### src/rtl/rtc_field_editor.sv
// Field editor that turns debounced button pulses into BCD RTC fields and a write handshake.
// Optional macro RTC_EDIT_PRELOAD_EN adds rd_* inputs that preload the fields on entry to EDIT.
module rtc_field_editor #(
  parameter int unsigned ACK_TIMEOUT = 1000000
) (
  input  logic       clk,
  input  logic       btn_reset,
  input  logic       dism,
  input  logic       aument,
  input  logic       derec,
  input  logic       izqda,
  input  logic       escrib,
  input  logic       sw_conf,
  input  logic       sw_CT,
  input  logic       DOCE_24,
  input  logic       wr_ack,
`ifdef RTC_EDIT_PRELOAD_EN
  input  logic [7:0] rd_seg,
  input  logic [7:0] rd_min,
  input  logic [7:0] rd_hr,
  input  logic [7:0] rd_day,
  input  logic [7:0] rd_mon,
  input  logic [7:0] rd_yr,
`endif
  output logic [7:0] seg_bcd,
  output logic [7:0] min_bcd,
  output logic [7:0] hr_bcd,
  output logic [7:0] day_bcd,
  output logic [7:0] mon_bcd,
  output logic [7:0] yr_bcd,
  output logic [2:0] cursor,
  output logic       wr_req,
  output logic       wr_target,
  output logic       editing,
  output logic       err
);

  localparam int unsigned CntW = (ACK_TIMEOUT > 1) ? $clog2(ACK_TIMEOUT) : 1;
  localparam logic [CntW-1:0] CntMax = CntW'(ACK_TIMEOUT - 1);

  typedef enum logic [1:0] {StIdle, StEdit, StReq} state_e;

  state_e state_q, state_d;
  logic [7:0] sec_q, sec_d, min_q, min_d, hr_q, hr_d;
  logic [7:0] day_q, day_d, mon_q, mon_d, yr_q, yr_d;
  logic [2:0] cursor_q, cursor_d;
  logic [CntW-1:0] cnt_q, cnt_d;
  logic fmt_q, fmt_d, escrib_q, wr_target_q, wr_target_d, err_q, err_d;
  logic editing_q, wr_req_q;
  logic up, dn;
  logic [2:0] cur_max;

  function automatic logic [6:0] bcd2bin(input logic [7:0] b);
    return {3'b0, b[7:4]} * 7'd10 + {3'b0, b[3:0]};
  endfunction

  function automatic logic [7:0] bin2bcd(input logic [6:0] v);
    logic [6:0] t, o;
    t = v / 7'd10;
    o = v - t * 7'd10;
    return {t[3:0], o[3:0]};
  endfunction

  function automatic logic [6:0] step(input logic [6:0] v, input logic [6:0] lo,
                                      input logic [6:0] hi, input logic inc);
    if (inc) return (v >= hi) ? lo : v + 7'd1;
    else     return (v <= lo) ? hi : v - 7'd1;
  endfunction

  // In 12h mode the PM bit flips only across the 11<->12 boundary.
  function automatic logic [7:0] hr_step(input logic [7:0] h, input logic twelve,
                                         input logic inc);
    logic [6:0] v;
    logic [7:0] b;
    logic pm;
    v  = bcd2bin({1'b0, h[6:0]});
    pm = h[7];
    if (!twelve) return bin2bcd(step(v, 7'd0, 7'd23, inc));
    if (inc) begin
      if (v == 7'd11) pm = ~pm;
      v = (v >= 7'd12) ? 7'd1 : v + 7'd1;
    end else begin
      if (v == 7'd12) pm = ~pm;
      v = (v <= 7'd1) ? 7'd12 : v - 7'd1;
    end
    b = bin2bcd(v);
    return {pm, b[6:0]};
  endfunction

  function automatic logic [7:0] hr_convert(input logic [7:0] h, input logic to_twelve);
    logic [6:0] v;
    logic [7:0] b;
    logic pm;
    v  = bcd2bin({1'b0, h[6:0]});
    pm = h[7];
    if (to_twelve) begin
      pm = (v >= 7'd12);
      if (v == 7'd0)       v = 7'd12;
      else if (v > 7'd12)  v = v - 7'd12;
      b = bin2bcd(v);
      return {pm, b[6:0]};
    end
    if (v == 7'd12) v = pm ? 7'd12 : 7'd0;
    else if (pm)    v = v + 7'd12;
    return bin2bcd(v);
  endfunction

  always_comb begin
    state_d     = state_q;
    sec_d       = sec_q;
    min_d       = min_q;
    hr_d        = hr_q;
    day_d       = day_q;
    mon_d       = mon_q;
    yr_d        = yr_q;
    cursor_d    = cursor_q;
    cnt_d       = cnt_q;
    fmt_d       = fmt_q;
    wr_target_d = wr_target_q;
    err_d       = err_q;
    up          = aument & ~dism;
    dn          = dism & ~aument;
    cur_max     = sw_CT ? 3'd2 : 3'd5;

    unique case (state_q)
      StIdle: if (sw_conf) state_d = StEdit;
      StEdit: begin
        if (!sw_conf) begin
          state_d = StIdle;
        end else if (escrib && !escrib_q) begin
          state_d     = StReq;
          wr_target_d = sw_CT;
          err_d       = 1'b0;
          cnt_d       = '0;
        end
      end
      StReq: begin
        if (wr_ack) begin
          state_d = StEdit;
        end else if (cnt_q == CntMax) begin
          state_d = StEdit;
          err_d   = 1'b1;
        end else begin
          cnt_d = cnt_q + 1'b1;
        end
      end
      default: state_d = StIdle;
    endcase

    if (state_q == StEdit) begin
      if (up || dn) begin
        case (cursor_q)
          3'd0: sec_d = bin2bcd(step(bcd2bin(sec_q), 7'd0, 7'd59, up));
          3'd1: min_d = bin2bcd(step(bcd2bin(min_q), 7'd0, 7'd59, up));
          3'd2: hr_d  = hr_step(hr_q, fmt_q, up);
          3'd3: day_d = bin2bcd(step(bcd2bin(day_q), 7'd1, 7'd31, up));
          3'd4: mon_d = bin2bcd(step(bcd2bin(mon_q), 7'd1, 7'd12, up));
          3'd5: yr_d  = bin2bcd(step(bcd2bin(yr_q), 7'd0, 7'd99, up));
          default: ;
        endcase
      end
      if (derec && !izqda) cursor_d = (cursor_q >= cur_max) ? 3'd0 : cursor_q + 3'd1;
      if (izqda && !derec) begin
        cursor_d = (cursor_q == 3'd0 || cursor_q > cur_max) ? cur_max : cursor_q - 3'd1;
      end
    end

    if (sw_CT && cursor_q > 3'd2) cursor_d = 3'd0;

    // Hour is re-encoded once the format flips; a pending write keeps its snapshot.
    if (state_q != StReq && DOCE_24 != fmt_q) begin
      hr_d  = hr_convert(hr_q, DOCE_24);
      fmt_d = DOCE_24;
    end

`ifdef RTC_EDIT_PRELOAD_EN
    if (state_q == StIdle && state_d == StEdit) begin
      sec_d    = rd_seg;
      min_d    = rd_min;
      hr_d     = rd_hr;
      day_d    = rd_day;
      mon_d    = rd_mon;
      yr_d     = rd_yr;
      cursor_d = 3'd0;
    end
`endif
  end

  always_ff @(posedge clk or posedge btn_reset) begin
    if (btn_reset) begin
      state_q     <= StIdle;
      sec_q       <= 8'h00;
      min_q       <= 8'h00;
      hr_q        <= 8'h00;
      day_q       <= 8'h01;
      mon_q       <= 8'h01;
      yr_q        <= 8'h00;
      cursor_q    <= 3'd0;
      cnt_q       <= '0;
      fmt_q       <= 1'b0;
      escrib_q    <= 1'b0;
      wr_target_q <= 1'b0;
      err_q       <= 1'b0;
      editing_q   <= 1'b0;
      wr_req_q    <= 1'b0;
    end else begin
      state_q     <= state_d;
      sec_q       <= sec_d;
      min_q       <= min_d;
      hr_q        <= hr_d;
      day_q       <= day_d;
      mon_q       <= mon_d;
      yr_q        <= yr_d;
      cursor_q    <= cursor_d;
      cnt_q       <= cnt_d;
      fmt_q       <= fmt_d;
      escrib_q    <= escrib;
      wr_target_q <= wr_target_d;
      err_q       <= err_d;
      editing_q   <= (state_d == StEdit);
      wr_req_q    <= (state_d == StReq);
    end
  end

  assign seg_bcd   = sec_q;
  assign min_bcd   = min_q;
  assign hr_bcd    = hr_q;
  assign day_bcd   = day_q;
  assign mon_bcd   = mon_q;
  assign yr_bcd    = yr_q;
  assign cursor    = cursor_q;
  assign wr_req    = wr_req_q;
  assign wr_target = wr_target_q;
  assign editing   = editing_q;
  assign err       = err_q;

endmodule

### config.mk
export PLATFORM = sky130hd
export DESIGN_NAME = rtc_field_editor
export DESIGN_NICKNAME = d
export VERILOG_FILES = /design/src/rtl/rtc_field_editor.sv
export SDC_FILE = /design/constraint.sdc
export NUM_CORES = 1
export LEC_CHECK = 0
export ABC_AREA = 1
export CAP_MARGIN = 20
export CORE_ASPECT_RATIO = 0.8
export CORE_MARGIN = 3
export CORE_UTILIZATION = 50
export CTS_BUF_LIST = sky130_fd_sc_hd__clkbuf_4 sky130_fd_sc_hd__clkbuf_8 sky130_fd_sc_hd__clkbuf_16
export CTS_CLUSTER_SIZE = 24
export DETAILED_ROUTE_END_ITERATION = 6
export HOLD_SLACK_MARGIN = 0.03
export PLACE_DENSITY = 0.79
export REMOVE_ABC_BUFFERS = 1
export SETUP_SLACK_MARGIN = 0.15
export SLEW_MARGIN = 20
export SYNTH_ARGS = -nofsm -noshare
export SYNTH_HDL_FRONTEND = slang
export SYNTH_SLANG_ARGS = --single-unit
### constraint.sdc
create_clock -name clk -period 5.7 [get_ports clk]
set_input_delay 0.855 -clock clk [delete_from_list [all_inputs] [get_ports clk]]
set_output_delay 0.855 -clock clk [all_outputs]
set_load 0.01 [all_outputs]
==> flow_metrics.tcl <==
set metrics [dict create \
    worstSetupPathType "flop to flop" \
    synth.top_cell.area_share_pct 19.48 \
    crit_arrival_ns 5.75 \
    port_buffers 65 \
    rsz0062_at_grt "true" \
    drt-vias-per-instance 5.442 \
    grt_max_degree 52 \
    dieArea_um2 21520 \
    worstHoldStart "err$_DFFE_PP0P_" \
    r2r_cells 42 \
    fin_nets 1726 \
    whs_path_depth 2 \
    ys_types 64 \
    final_antenna_net_count 0 \
    crit_top_cell "nand2_2" \
    syn_inst 1462 \
    grt_overflow 0 \
    route.detailed.drc 0 \
    clk_latency_ns 0.36 \
    clockBufferDepth 2 \
    drv_slew 0 \
    start_util_pct 51.53 \
    antenna_found_initial 0 \
    min_path_type "flop to flop" \
    post-synth-top-count-cell "nand2_1" \
    root_buffer "clkbuf_16" \
    core_um2 19200 \
    endpoint_kind "flop" \
    htreeDepth 3 \
    synth_largest_area_cell "dfrtp_1" \
    outcome "completed" \
    cts_tree "yes" \
    synth_edf_count 0 \
    max_freq_mhz 181.6 \
    cp_max_fo 7 \
    cts_buffers 9 \
    grt_pass1_vias 9146 \
    finalSetupViolCount 0 \
    period_share_pct 96.59 \
    syn_avg_cell_area_um2 6.767 \
    worst_pin_slew_ns 1.004 \
    place_hpwl_mm 19.61 \
    r2r_start "hr_bcd[4]$_DFFE_PP0P_" \
    place_congestion 0.9803 \
    die_h_um 131.8 \
    synthTopCellsByCount "356 x nand2_1, 216 x inv_1, 131 x nand3_1, 105 x nor2_1, 95 x ha_1" \
    clock-sinks 79 \
    wirelength_mm 26.99 \
    max_stage_delay_ns 0.52 \
    clk_pin_slew_ns 0.07 \
    ys_seq_elements 79 \
    antenna_cells 0 \
    rows 45 \
    ioPinCount 66 \
    final_cells 1862 \
    ys_seq_area_share_pct 20.01 \
    grt_use_total_pct 23.29 \
    fin_crit_ns 5.506 \
    wire_per_inst_um 14.49 \
    maxCapViolCount 0 \
    slowest_stage "fa_2" \
    drt_iter0_drc 726 \
    ys_top_cells_by_area "dfrtp_1 19%, nand2_1 14%, ha_1 12%, inv_1 8.2%, nand3_1 6.6%" \
    hold_viol_final 0 \
    finalClockSkew_ns 0.01051 \
    crit_start "hr_bcd[4]$_DFFE_PP0P_" \
    drive_above_1_share_pct 19.83 \
    grt_pass1_wl_mm 42.23 \
    die_w_um 163.3 \
    critPathLaunchType "flop" \
    place_inst 1786 \
    netlist_area_um2 9893 \
    vias 10130 \
    cp.required_ns 5.94 \
    synth_top_flop_cell "dfrtp_1" \
    yosysWarnings 0 \
    dr.pass1.iters 7 \
    syn_to_final_growth_pct 23.60 \
    slew_headroom_pct 33.01 \
    synthArstFlopShare_pct 100.0 \
]
==> cell families after synthesis <==
kind of cell             after synthesis  share of synthesized area (%)
adder cells (fa/ha/maj)              115                          16.06
XOR/XNOR                              66                          6.298
AND/OR/NAND/NOR                      737                          34.80
flip-flops                            79                          20.01
buffers and inverters                250                          9.688
AO/OA/AOI/OAI                        214                          13.04
multiplexers                           1                         0.1012
==> routing by layer <==
layer / track usage, % / share of wire, % / wire length, um
met2: 37.11 / 46 / 12500
met3: 4.962 / 6.8 / 1843
met4: 3.429 / 1.1 / 288
met5: 0 / 0 / 0
met1: 33.37 / 46 / 12350
==> stage by stage <==
step	utilization, %	hold slack (ns)	setup TNS (ns)	instance area (um2)	worst slack (ns)
final	63.69	0.5229	0	12230	0.1944
after global routing	63.69	0.5491	-0.1539	12230	-0.08848
after CTS	59.06	0.5299	0	11340	0.1110
after detailed placement	56.88	0.4919	-0.05702	10920	-0.05702
after global placement	56.88	0.4936	0	10920	0.2426
after floorplan	-	0.4791	0	9818	0.2631
==> state kept, by name (all words and copies together) (netlist names), 2 cells and up <==
signal,cells
state_q,2
mon_bcd,8
min_bcd,8
hr_bcd,8
day_bcd,8
cursor,3
yr_bcd,8
seg_bcd,8
cnt_q,20
==> worst paths after layout <==
path / endpoint / slack, ns
setup / recovery: hr_bcd[2]$_DFFE_PP0P_ / 0.19
hold / removal: err$_DFFE_PP0P_ / 0.52
setup reg to reg: hr_bcd[2]$_DFFE_PP0P_ / 0.19
hold reg to reg: err$_DFFE_PP0P_ / 0.52
max in group asynchronous: mon_bcd[6]$_DFFE_PP0P_ / 3.66
min in group asynchronous: day_bcd[3]$_DFFE_PP0P_ / 1.02
==> worst max-delay path: cells and delay by family, from the launching register on <==
family / cells / cell delay, ns
DFF: 1 / 0.46
and+or+nand+nor: 24 / 2.17
AOI/OAI and AO/OA: 5 / 0.66
adders and majority gates: 6 / 1.70
buffers and inverters: 7 / 0.41
==> cells in the final DEF (no fill, tap or decap), drive strengths merged, types with 7 or more instances in the layout <==
| master | Yosys | final |
|---|---|---|
| nand2 | 401 | 401 |
| buf | 8 | 78 |
| nand3b | 9 | 9 |
| nor3 | 23 | 23 |
| or2 | 7 | 7 |
| nor2 | 116 | 116 |
| o211ai | 17 | 17 |
| inv | 232 | 233 |
| xor2 | 44 | 44 |
| clkdlybuf4s50 | 0 | 65 |
| clkbuf | 8 | 9 |
| nand3 | 147 | 147 |
| dfrtp | 77 | 77 |
| a21oi | 46 | 46 |
| fa | 20 | 20 |
| ha | 95 | 95 |
| o21ai | 98 | 98 |
| a31oi | 18 | 18 |
| nand4 | 23 | 23 |
| xnor2 | 22 | 22 |
==> layout make-up <==
| cell class | instances | area [um2] |
|---|---|---|
| clock inverter | 6 | 93.84 |
| tap | 258 | 322.8 |
| timing repair buffer | 143 | 1240 |
| inverter | 234 | 890.9 |
| multi-input combinational | 1133 | 7462 |
| fill | 1651 | 6972 |
| sequential | 79 | 1993 |
| clock buffer | 9 | 225.2 |
==> repair_timing <==
item,CTS,global route
hold endpoints to repair,0,0
pin swaps,4,66
resized for setup,19,115
setup endpoints to repair,4,11
hold buffers,0,0
setup buffers,4,57
Power is left out: the tool's default activity adds up to more than one toggle a clock period on the data nets, which glitch-free logic cannot reach.
